[config.mk]
export PLATFORM = sky130hd
export DESIGN_NAME = cex_controller_flat
export DESIGN_NICKNAME = d
export VERILOG_FILES = /design/src/rtl/cex_controller_pkg.sv /design/src/rtl/cex_controller_if.sv /design/src/rtl/cex_controller_cond_eval.sv /design/src/rtl/cex_controller.sv /design/src/flat_wrapper.sv
export SDC_FILE = /design/constraint.sdc
export NUM_CORES = 1
export LEC_CHECK = 0
export CORE_UTILIZATION = 40
export DETAILED_ROUTE_END_ITERATION = 8
export PLACE_DENSITY = 0.82
export SLEW_MARGIN = 20
export SYNTH_ARGS = -nofsm -noshare
export SYNTH_HDL_FRONTEND = slang
export SYNTH_SLANG_ARGS = --single-unit
[constraint.sdc]
create_clock -name clk -period 1.4 [get_ports clk]
set_input_delay 0.21 -clock clk [delete_from_list [all_inputs] [get_ports clk]]
set_output_delay 0.21 -clock clk [all_outputs]
set_load 0.01 [all_outputs]
[src/rtl/cex_controller_pkg.sv]
// Shared CPU definitions for the conditional-execution controller.
//   - status flag bit positions within the PSW nibble
//   - cond_code_e: the 16 condition codes used by branches and CEX
//   - cex_state_e: CEX block tracking states
package cpu_pkg;

    localparam int unsigned C_BIT = 0;
    localparam int unsigned Z_BIT = 1;
    localparam int unsigned N_BIT = 2;
    localparam int unsigned V_BIT = 3;

    typedef enum logic [3:0] {
        EQ = 4'd0,  NE = 4'd1,  HS = 4'd2,  LO = 4'd3,
        MI = 4'd4,  PL = 4'd5,  VS = 4'd6,  VC = 4'd7,
        HI = 4'd8,  LS = 4'd9,  GE = 4'd10, LT = 4'd11,
        GT = 4'd12, LE = 4'd13, TR = 4'd14, FL = 4'd15
    } cond_code_e;

    typedef enum logic [1:0] {
        IDLE    = 2'd0,
        PHASE_T = 2'd1,
        PHASE_F = 2'd2
    } cex_state_e;

endpackage

[src/rtl/cex_controller_if.sv]
// Bus between the control unit and the CEX controller.
//   master: control-unit side, drives status/conditions/CEX operands/retire/flush
//   slave : cex_controller side, returns br_result, exec_en, cex_active
interface cex_controller_if #(
    parameter int unsigned CNT_W = 3
);
    logic [3:0]       status;
    logic [3:0]       br_cond;
    logic             br_result;
    logic             cex_load;
    logic [3:0]       cex_cond;
    logic [CNT_W-1:0] cex_tcnt;
    logic [CNT_W-1:0] cex_fcnt;
    logic             instr_retire;
    logic             flush;
    logic             exec_en;
    logic             cex_active;

    modport master (
        output status, br_cond, cex_load, cex_cond, cex_tcnt, cex_fcnt, instr_retire, flush,
        input  br_result, exec_en, cex_active
    );

    modport slave (
        input  status, br_cond, cex_load, cex_cond, cex_tcnt, cex_fcnt, instr_retire, flush,
        output br_result, exec_en, cex_active
    );
endinterface

[src/rtl/cex_controller_cond_eval.sv]
// Combinational condition evaluator: 4-bit condition code against PSW flags.
//   status_i : PSW flags {V, N, Z, C}
//   code_i   : condition code (cond_code_e)
//   result_o : 1 when the condition holds
module cond_eval
    import cpu_pkg::*;
(
    input  logic [3:0] status_i,
    input  logic [3:0] code_i,
    output logic       result_o
);
    logic c, z, n, v;

    assign c = status_i[C_BIT];
    assign z = status_i[Z_BIT];
    assign n = status_i[N_BIT];
    assign v = status_i[V_BIT];

    always_comb begin
        result_o = 1'b0;
        case (cond_code_e'(code_i))
            EQ: result_o = z;
            NE: result_o = !z;
            HS: result_o = c;
            LO: result_o = !c;
            MI: result_o = n;
            PL: result_o = !n;
            VS: result_o = v;
            VC: result_o = !v;
            HI: result_o = c && !z;
            LS: result_o = !c || z;
            GE: result_o = (n == v);
            LT: result_o = (n != v);
            GT: result_o = !z && (n == v);
            LE: result_o = z || (n != v);
            TR: result_o = 1'b1;
            FL: result_o = 1'b0;
            default: result_o = 1'b0;
        endcase
    end
endmodule

[src/rtl/cex_controller.sv]
// Conditional-execution controller.
// Evaluates branch conditions combinationally and tracks latched CEX blocks
// (a true phase followed by a false phase) to gate commit of retiring instructions.
//   clk, rst : clock and synchronous active-high reset
//   bus      : slave side of cex_controller_if (conditions, CEX operands,
//              retire/flush in; br_result, exec_en, cex_active out)
module cex_controller
    import cpu_pkg::*;
#(
    parameter int unsigned CNT_W = 3
) (
    input  logic             clk,
    input  logic             rst,
    cex_controller_if.slave  bus
);
    cex_state_e       state_q, state_d;
    logic [CNT_W-1:0] cnt_q, cnt_d;
    logic [CNT_W-1:0] fcnt_hold_q, fcnt_hold_d;
    logic             cond_q, cond_d;

    logic cex_eval;
    logic exec_en;
    logic load_acc;

    cond_eval u_br_eval (
        .status_i (bus.status),
        .code_i   (bus.br_cond),
        .result_o (bus.br_result)
    );

    cond_eval u_cex_eval (
        .status_i (bus.status),
        .code_i   (bus.cex_cond),
        .result_o (cex_eval)
    );

    always_comb begin
        exec_en = 1'b1;
        case (state_q)
            PHASE_T: exec_en = cond_q;
            PHASE_F: exec_en = !cond_q;
            default: exec_en = 1'b1;
        endcase
    end

    // A CEX sitting in a suppressed slot is itself not executed.
    assign load_acc       = bus.cex_load && exec_en;
    assign bus.exec_en    = exec_en;
    assign bus.cex_active = (state_q != IDLE);

    always_comb begin
        state_d     = state_q;
        cnt_d       = cnt_q;
        fcnt_hold_d = fcnt_hold_q;
        cond_d      = cond_q;
        if (bus.flush) begin
            state_d     = IDLE;
            cnt_d       = '0;
            fcnt_hold_d = '0;
            cond_d      = 1'b0;
        end else if (load_acc) begin
            // Coincident retire is the CEX itself, so it is not counted.
            cond_d = cex_eval;
            if (bus.cex_tcnt != '0) begin
                state_d     = PHASE_T;
                cnt_d       = bus.cex_tcnt;
                fcnt_hold_d = bus.cex_fcnt;
            end else if (bus.cex_fcnt != '0) begin
                state_d     = PHASE_F;
                cnt_d       = bus.cex_fcnt;
                fcnt_hold_d = '0;
            end else begin
                state_d     = IDLE;
                cnt_d       = '0;
                fcnt_hold_d = '0;
            end
        end else if (bus.instr_retire && (state_q != IDLE)) begin
            cnt_d = cnt_q - CNT_W'(1);
            if (cnt_q == CNT_W'(1)) begin
                if ((state_q == PHASE_T) && (fcnt_hold_q != '0)) begin
                    state_d     = PHASE_F;
                    cnt_d       = fcnt_hold_q;
                    fcnt_hold_d = '0;
                end else begin
                    state_d = IDLE;
                end
            end
        end
    end

    always_ff @(posedge clk) begin
        if (rst) begin
            state_q     <= IDLE;
            cnt_q       <= '0;
            fcnt_hold_q <= '0;
            cond_q      <= 1'b0;
        end else begin
            state_q     <= state_d;
            cnt_q       <= cnt_d;
            fcnt_hold_q <= fcnt_hold_d;
            cond_q      <= cond_d;
        end
    end
endmodule

[src/flat_wrapper.sv]
// flat-port wrapper written by rule: the top's interface ports become plain ports
module cex_controller_flat import cpu_pkg::*;
#(
    parameter int unsigned CNT_W = 3
)
  (clk, rst, bus_status, bus_br_cond, bus_cex_load, bus_cex_cond, bus_cex_tcnt, bus_cex_fcnt, bus_instr_retire, bus_flush, bus_br_result, bus_exec_en, bus_cex_active);
  cex_controller_if #(.CNT_W(CNT_W)) bus_i ();
  input  logic clk;
  input  logic rst;
  input wire logic [$bits(bus_i.status)-1:0] bus_status;
  input wire logic [$bits(bus_i.br_cond)-1:0] bus_br_cond;
  input wire logic [$bits(bus_i.cex_load)-1:0] bus_cex_load;
  input wire logic [$bits(bus_i.cex_cond)-1:0] bus_cex_cond;
  input wire logic [$bits(bus_i.cex_tcnt)-1:0] bus_cex_tcnt;
  input wire logic [$bits(bus_i.cex_fcnt)-1:0] bus_cex_fcnt;
  input wire logic [$bits(bus_i.instr_retire)-1:0] bus_instr_retire;
  input wire logic [$bits(bus_i.flush)-1:0] bus_flush;
  output wire logic [$bits(bus_i.br_result)-1:0] bus_br_result;
  output wire logic [$bits(bus_i.exec_en)-1:0] bus_exec_en;
  output wire logic [$bits(bus_i.cex_active)-1:0] bus_cex_active;
  assign bus_i.status = bus_status;
  assign bus_i.br_cond = bus_br_cond;
  assign bus_i.cex_load = bus_cex_load;
  assign bus_i.cex_cond = bus_cex_cond;
  assign bus_i.cex_tcnt = bus_cex_tcnt;
  assign bus_i.cex_fcnt = bus_cex_fcnt;
  assign bus_i.instr_retire = bus_instr_retire;
  assign bus_i.flush = bus_flush;
  assign bus_br_result = bus_i.br_result;
  assign bus_exec_en = bus_i.exec_en;
  assign bus_cex_active = bus_i.cex_active;
  cex_controller #(.CNT_W(CNT_W)) u_core (.clk(clk), .rst(rst), .bus(bus_i));
endmodule
* After elaboration in Yosys (flattened, before gate mapping)
Index checks and enable logic that the tools add are counted.
** Word-level totals
- Register bits :: 9
- Bits of input ports :: 23
- Output and inout port bits :: 3
** Operators by class
- $add $sub $neg :: 1
- Eq/ne operators :: 35
- Multiplexer cells :: 20
- Reductions and logical operators :: 24
** Operators by type and width (number)
- == test 4 bit (second input constant) :: 16
- two-way mux 3 bit :: 11
- == test 4 x 3 -> 1 bit (second input constant) :: 8
- case mux 1 bit (16 select lines) :: 2
- == test 4 x 2 -> 1 bit (second input constant) :: 4
- two-way mux 2 bit :: 6
- nonzero test 3 bit :: 3
- == test 4 x 1 -> 1 bit (second input constant) :: 2
- zero test 4 bit :: 2
- nonzero test 2 bit :: 4
- logical AND 1 bit :: 5
- zero test 1 bit :: 5
- == test 3 x 1 -> 1 bit (second input constant) :: 1
- AND reduction 3 bit :: 1
- subtractor 3 x 1 -> 3 bit (second input constant) :: 1
- == test 2 x 1 -> 1 bit (second input constant) :: 1
- == test 2 bit (second input constant) :: 1
- logical OR 1 bit :: 2
- case mux 1 bit (2 select lines) :: 1
- AND reduction 2 bit :: 1
- OR reduction 2 bit :: 1
- == test 1 bit :: 1
- inequality test 1 bit :: 1

* Depth between registers and ports, before layout
- Word-level depth :: 6
- Depth in mapped cells :: 7
- Depth with buffers taken out :: 7

* Cells and area by module
From an unflattened synthesis, not the netlist that was laid out.
** Second synthesis, totals
- Cells, all modules :: 116
- Area total of the unflattened synthesis :: 919.6 um2
** Modules (own cells, without submodules)
- cex_controller :: instances 1, cells an instance 70, area an instance 609.3 um2, seq. area each 180.2 um2
- cond_eval :: instances 2, cells an instance 23, area an instance 155.1 um2, seq. area each 0.0 um2

* Worst setup path after synthesis
Ideal clock, no wire load.
- Kind :: register to register
- Start point :: register u_core.state_q[1]
- End point :: register u_core.fcnt_hold_q[2]
- Setup time :: 0.124 ns
- Arrival time :: 1.355 ns
- Setup slack :: -0.080 ns
- Cell stages (with the launch flop) :: 8
- Cell sequence :: dfxtp_1 > inv_1 > ha_1 > mux2i_1 > a21bo_2 > nor2_1 > a22oi_1 > nor2_1
** On the way
- Word-level cells in the longest chain between the ends :: 5
** Ends and longest elaborated chain
- start, declared :: line cex_controller.sv:16 : cex_state_e state_q, state_d;
- start signal, assigned :: line cex_controller.sv:98 : state_q <= state_d;
- == test 2 bit or == test 2 x 1 -> 1 bit (tied branches) :: line cex_controller.sv:39, cex_controller.sv:80
- case mux 1 bit (2 select lines) :: line cex_controller.sv:39 : case (state_q)
- logical AND 1 bit :: line cex_controller.sv:47 : assign load_acc = bus.cex_load && exec_en;
- nonzero test 2 bit (no line)
- AND reduction 3 bit (no line)
- end signal, assigned :: line cex_controller.sv:100 : fcnt_hold_q <= fcnt_hold_d;
- end, declared :: line cex_controller.sv:18 : logic [CNT_W-1:0] fcnt_hold_q, fcnt_hold_d;
Parallel ways exist; a longest one is shown, timed or not.
A chain may end at the register's enable or synchronous reset.

* Worst setup path after layout
- Start point :: input port bus_status[0]
- End point :: output port bus_br_result
** On the way
- Word-level cells in the longest chain between the ends :: 3
** Ends and longest elaborated chain
- start, declared :: line flat_wrapper.sv:10 : input wire logic [$bits(bus_i.status)-1:0] bus_status;
- zero test 1 bit :: line cex_controller_cond_eval.sv:25, cex_controller_cond_eval.sv:31
- logical OR 1 bit :: line cex_controller_cond_eval.sv:31 : LS: result_o = !c || z;
- case mux 1 bit (16 select lines) * :: line cex_controller_cond_eval.sv:21 : case (cond_code_e'(code_i))
- end, declared :: line flat_wrapper.sv:18 : output wire logic [$bits(bus_i.br_result)-1:0] bus_br_result;
Mark *: on every way between the ends. The rest lies on a longest branch, timed or not.

==> out/qor_table.md <==
| Step | Parameter | Reported |
|---|---|---|
| timing | Final setup violation count | 11 |
| route | Starting DRT DRC Count | 36 |
| logic synthesis | Number of nets produced by synthesis | 129 |
| route | Total vias in the final route | 1099 |
| clock network | H-tree Lvls | 1 |
| timing | Measured slew at the worst slew-check pin | 0.417 ns |
| worst setup path | Capturing point of the worst reg2reg path | u_core.cnt_q[0] |
| final layout | Fraction of final layout cells sized beyond drive strength 1 | 0.484 |
| power | Register share of total power | 0.312 |
| job | Maximum Capacitance Violations | 0 |
| worst setup path | Number of cells traversed by the worst register-to-register path | 8 |
| hold path | Class of the worst hold path | flop to flop |
| route | Antenna Violating Nets Remaining | 0 |
| timing | Worst slew margin | 0.720 |
| final layout | Count of fill cells added during filler insertion | 103 |
| final layout | Number of nets at the end of the flow | 182 |
| route | Number of optimization iterations in the first detailed-route pass | 4 |
| power | Switching power total | 318 uW |
| logic synthesis | Cell accounting for the most synthesized area | dfxtp_1 |
| timing | RSZ-0062 raised after global routing | true |
| floorplanning | FP Rows | 15 |
| worst setup path | Worst reg2reg path startpoint | u_core.state_q[1] |
| route | Post-route DRC violation count | 0 |
| global route | Largest net degree at the start of global routing | 9 |
| timing | Fin Hold WS | 0.569 ns |
| floorplanning | Total Die Area | 2180 um2 |
| global route | Via count of the first global-routing pass | 1049 |
| logic synthesis | Most numerous cell in the Yosys netlist | nor2_1 |
| clock network | CTS sink cnt | 9 |
| worst setup path | Slack of the worst reg-to-reg path | -0.19 ns |
| floorplanning | Width of the die | 46.7 um |
| clock network | Clock tree from TritonCTS | done |
| logic synthesis | Main synth FF type | dfxtp_1 |
| clock network | Number of buffers inserted for hold repair after clock tree synthesis | 0 |
| worst setup path | Critical Path Sink Type | primary output |
| timing | Worst Setup Slack, final | -0.246 ns |
| power | Pwr Density | 618 nW/um2 |
| worst setup path | Kind of critical path | input port to primary output |
| worst setup path | Endpoint of the worst setup timing path | bus_br_result |
| logic synthesis | Syn Std Cell Area | 801 um2 |
| floorplanning | Initial core utilization | 0.444 |
| power | Switching part of the total | 0.350 |
| route | Routed via count divided by cell count | 6.17 |
| timing | Maximum clock frequency | 607 MHz |
| floorplanning | Boundary pin count | 26 |
| run status | Run status | finished, violations left |
| route | Overall routed net length | 3440 um |
| placement | DP Wirelength | 2020 um |
| logic synthesis | Seq/Total Area, Yosys | 0.225 |
| power | Worst ir drop on vdd | 0.671 mV |
| logic synthesis | Commonest cells post-synth | 10 x nor2_1, 9 x dfxtp_1, 8 x o21ai_0 |
| placement | I/O Buffers | 25 |
| worst setup path | Required time worst endpoint | 1.19 ns |
| worst setup path | Worst setup path start | bus_status[0] |
| timing | Setup skew after layout | 0.00942 ns |
| worst setup path | Maximum fanout count along the critical path | 3 |
| logic synthesis | Syn avg cell area | 7.93 um2 |
| global route | Grt ovf | 0 |
| global route | Total global routing track utilization | 0.302 |
| logic synthesis | Number of library cell types mapped by synthesis | 37 |
| floorplanning | Core area | 1800 um2 |
| clock network | Clock buffer count from CTS | 3 |
| placement | Final GP Congestion | 0.859 |
| worst setup path | Worst path arrival time | 1.44 ns |
| logic synthesis | Flip-flop and latch count after synthesis | 9 |
| timing | Pins over their slew limit | 0 |
| logic synthesis | Share of the synthesized area in the top cell type | 0.225 |
| logic synthesis | Total of warnings raised by yosys | 0 |
| logic synthesis | Number of enable-type register cells in the synthesized netlist | 0 |
| logic synthesis | Main area contributors after synthesis | dfxtp_1 23%, ha_1 7.8%, o21ai_0 5.0%, a211oi_1 4.7%, nor2_1 4.7% |
| timing | Final hold violation count | 0 |
| final layout | Diodes inserted | 0 |
| timing | Portion of the clock cycle consumed by the worst path in the final layout | 1.18 |
| power | Clk network pwr share | 0.230 |
| placement | Worst setup timing slack at the placement stage | -0.958 ns |
| clock network | Worst-case clock buffer depth | 2 |
| logic synthesis | Share of async-settable or async-resettable flops after synthesis | 0 |
| clock network | Register clock-pin slew on the reported worst setup and hold paths | 0.07 ns |
| final layout | Synthesis-to-finish area growth | 83.4% |
| global route | Global-route wire length before repair | 4620 um |
| worst setup path | Nature of the critical path startpoint | input port |
| power | Part of the power in combinational logic | 0.458 |
| clock network | Cell at the root of the clock tree | clkbuf_4 |
| logic synthesis | Synthesized netlist cell count | 101 |
| clock network | Clk Latency, worst-skew pair | 0.27 ns |
| power | Lkg Pwr | 0.000560 uW |
| floorplanning | Y dimension of the die | 46.7 um |
| route | Post-DR wirelength/cell | 19.3 um |
| global route | Antenna violations before repair | 0 |
| timing | Min cycle time layout | 1.65 ns |
| run status | Violated checks | setup timing |
| power | Cell Int Power | 590 uW |
cells by family (layout without fill, tap and decap cells):
group / after synthesis / in the layout / synth area share
and+or+nand+nor: 35 / 35 / 0.228
DFF: 9 / 9 / 0.225
muxes: 3 / 3 / 0.0531
xor gates and xnor gates: 3 / 3 / 0.0328
AOI/OAI and AO/OA: 37 / 37 / 0.339
adders and majority gates: 5 / 5 / 0.0781
buffers and inverters: 9 / 61 / 0.0437
through the flow:
step | setup TNS, ns | area, um2 | total power, uW | utilization | instances
after detailed placement | -2.57 | 1290 | 628 | 0.717 | 172
after CTS | -0.761 | 1400 | 851 | 0.774 | 178
after floorplan | 0 | 846 | 440 | - | 101
final | -1.44 | 1470 | 908 | 0.815 | 178
after global routing | -1.92 | 1470 | 937 | 0.815 | 178
after global placement | -1.91 | 1290 | 611 | 0.717 | 172
power groups by stage:
stage                     Combinational (uW)  Sequential, uW  Clock, uW
after floorplan                          156             284          0
after CTS                                364             280        207
after global placement                   327             284          0
after global routing                     433             284        221
final                                    416             283        209
after detailed placement                 343             285          0
final cells by class:
| type | instances | area (um2) | share of cell area |
|---|---|---|---|
| timing repair buffer | 50 | 420 | 0.286 |
| sequential | 9 | 190 | 0.129 |
| inverter | 7 | 31.3 | 0.0213 |
| clock inverter | 1 | 5.00 | 0.00341 |
| clock buffer | 3 | 22.5 | 0.0153 |
| tap | 25 | 31.3 | 0.0213 |
| multi-input combinational | 83 | 768 | 0.523 |
state kept, by name, summed over array words and instances (netlist names):
| signal | cells |
|---|---|
| u_core.cnt_q | 3 |
| u_core.cond_q | 1 |
| u_core.state_q | 2 |
| u_core.fcnt_hold_q | 3 |
repair_timing:
item | 4_1_cts | 5_1_grt
pin swaps | 5 | 1
buffers inserted | 2 | 0
gates resized for setup | 49 | 22
hold endpoints to repair | 0 | 0
setup endpoints to repair | 12 | 12
worst max-delay path, cell delays in order:
cell and delay (ns):
clkdlybuf4s15_2 0.21, mux4_2 0.48, mux2i_1 0.25, xnor2_1 0.14
buf_2 0.14
per-layer routing:
metal,share of wire,GRT usage
met3,0.088,0.0692
met2,0.50,0.553
met4,0.063,0.126
met5,0,0
met1,0.35,0.333
placed cells by master (no fill, tap or decap), types with 2 or more instances in the layout:
master,Yosys,final
a211oi_1,5,3
a211oi_2,0,2
a21oi_1,7,2
a21oi_2,0,4
a22oi_2,0,3
buf_2,0,6
buf_4,0,22
buf_6,0,3
clkbuf_4,0,3
clkdlybuf4s15_2,0,2
clkdlybuf4s50_1,0,16
dfxtp_1,9,5
dfxtp_2,0,2
dfxtp_4,0,2
ha_4,0,4
inv_1,7,4
inv_4,0,2
nand2_1,7,6
nand4_1,2,2
nor2_1,10,9
nor2b_1,4,4
nor3_1,4,3
o21ai_0,8,5
o21ai_1,0,2
xnor2_1,3,2
how the worst min path moves through the flow:
| stage | startpoint | end | slack (ns) | depth (start not counted) |
|---|---|---|---|---|
| final | u_core.state_q[1] | u_core.state_q[1] | 0.57 | 2 |
| after global routing | u_core.state_q[1] | u_core.state_q[1] | 0.59 | 2 |
| after CTS | u_core.state_q[1] | u_core.state_q[1] | 0.50 | 2 |
| after detailed placement | u_core.state_q[1] | u_core.state_q[1] | 0.48 | 2 |
| after global placement | u_core.state_q[1] | u_core.state_q[1] | 0.47 | 2 |
| after floorplan | bus_flush | u_core.cond_q | 0.37 | 2 |
Note: power is estimated with default switching activity, not from simulation.
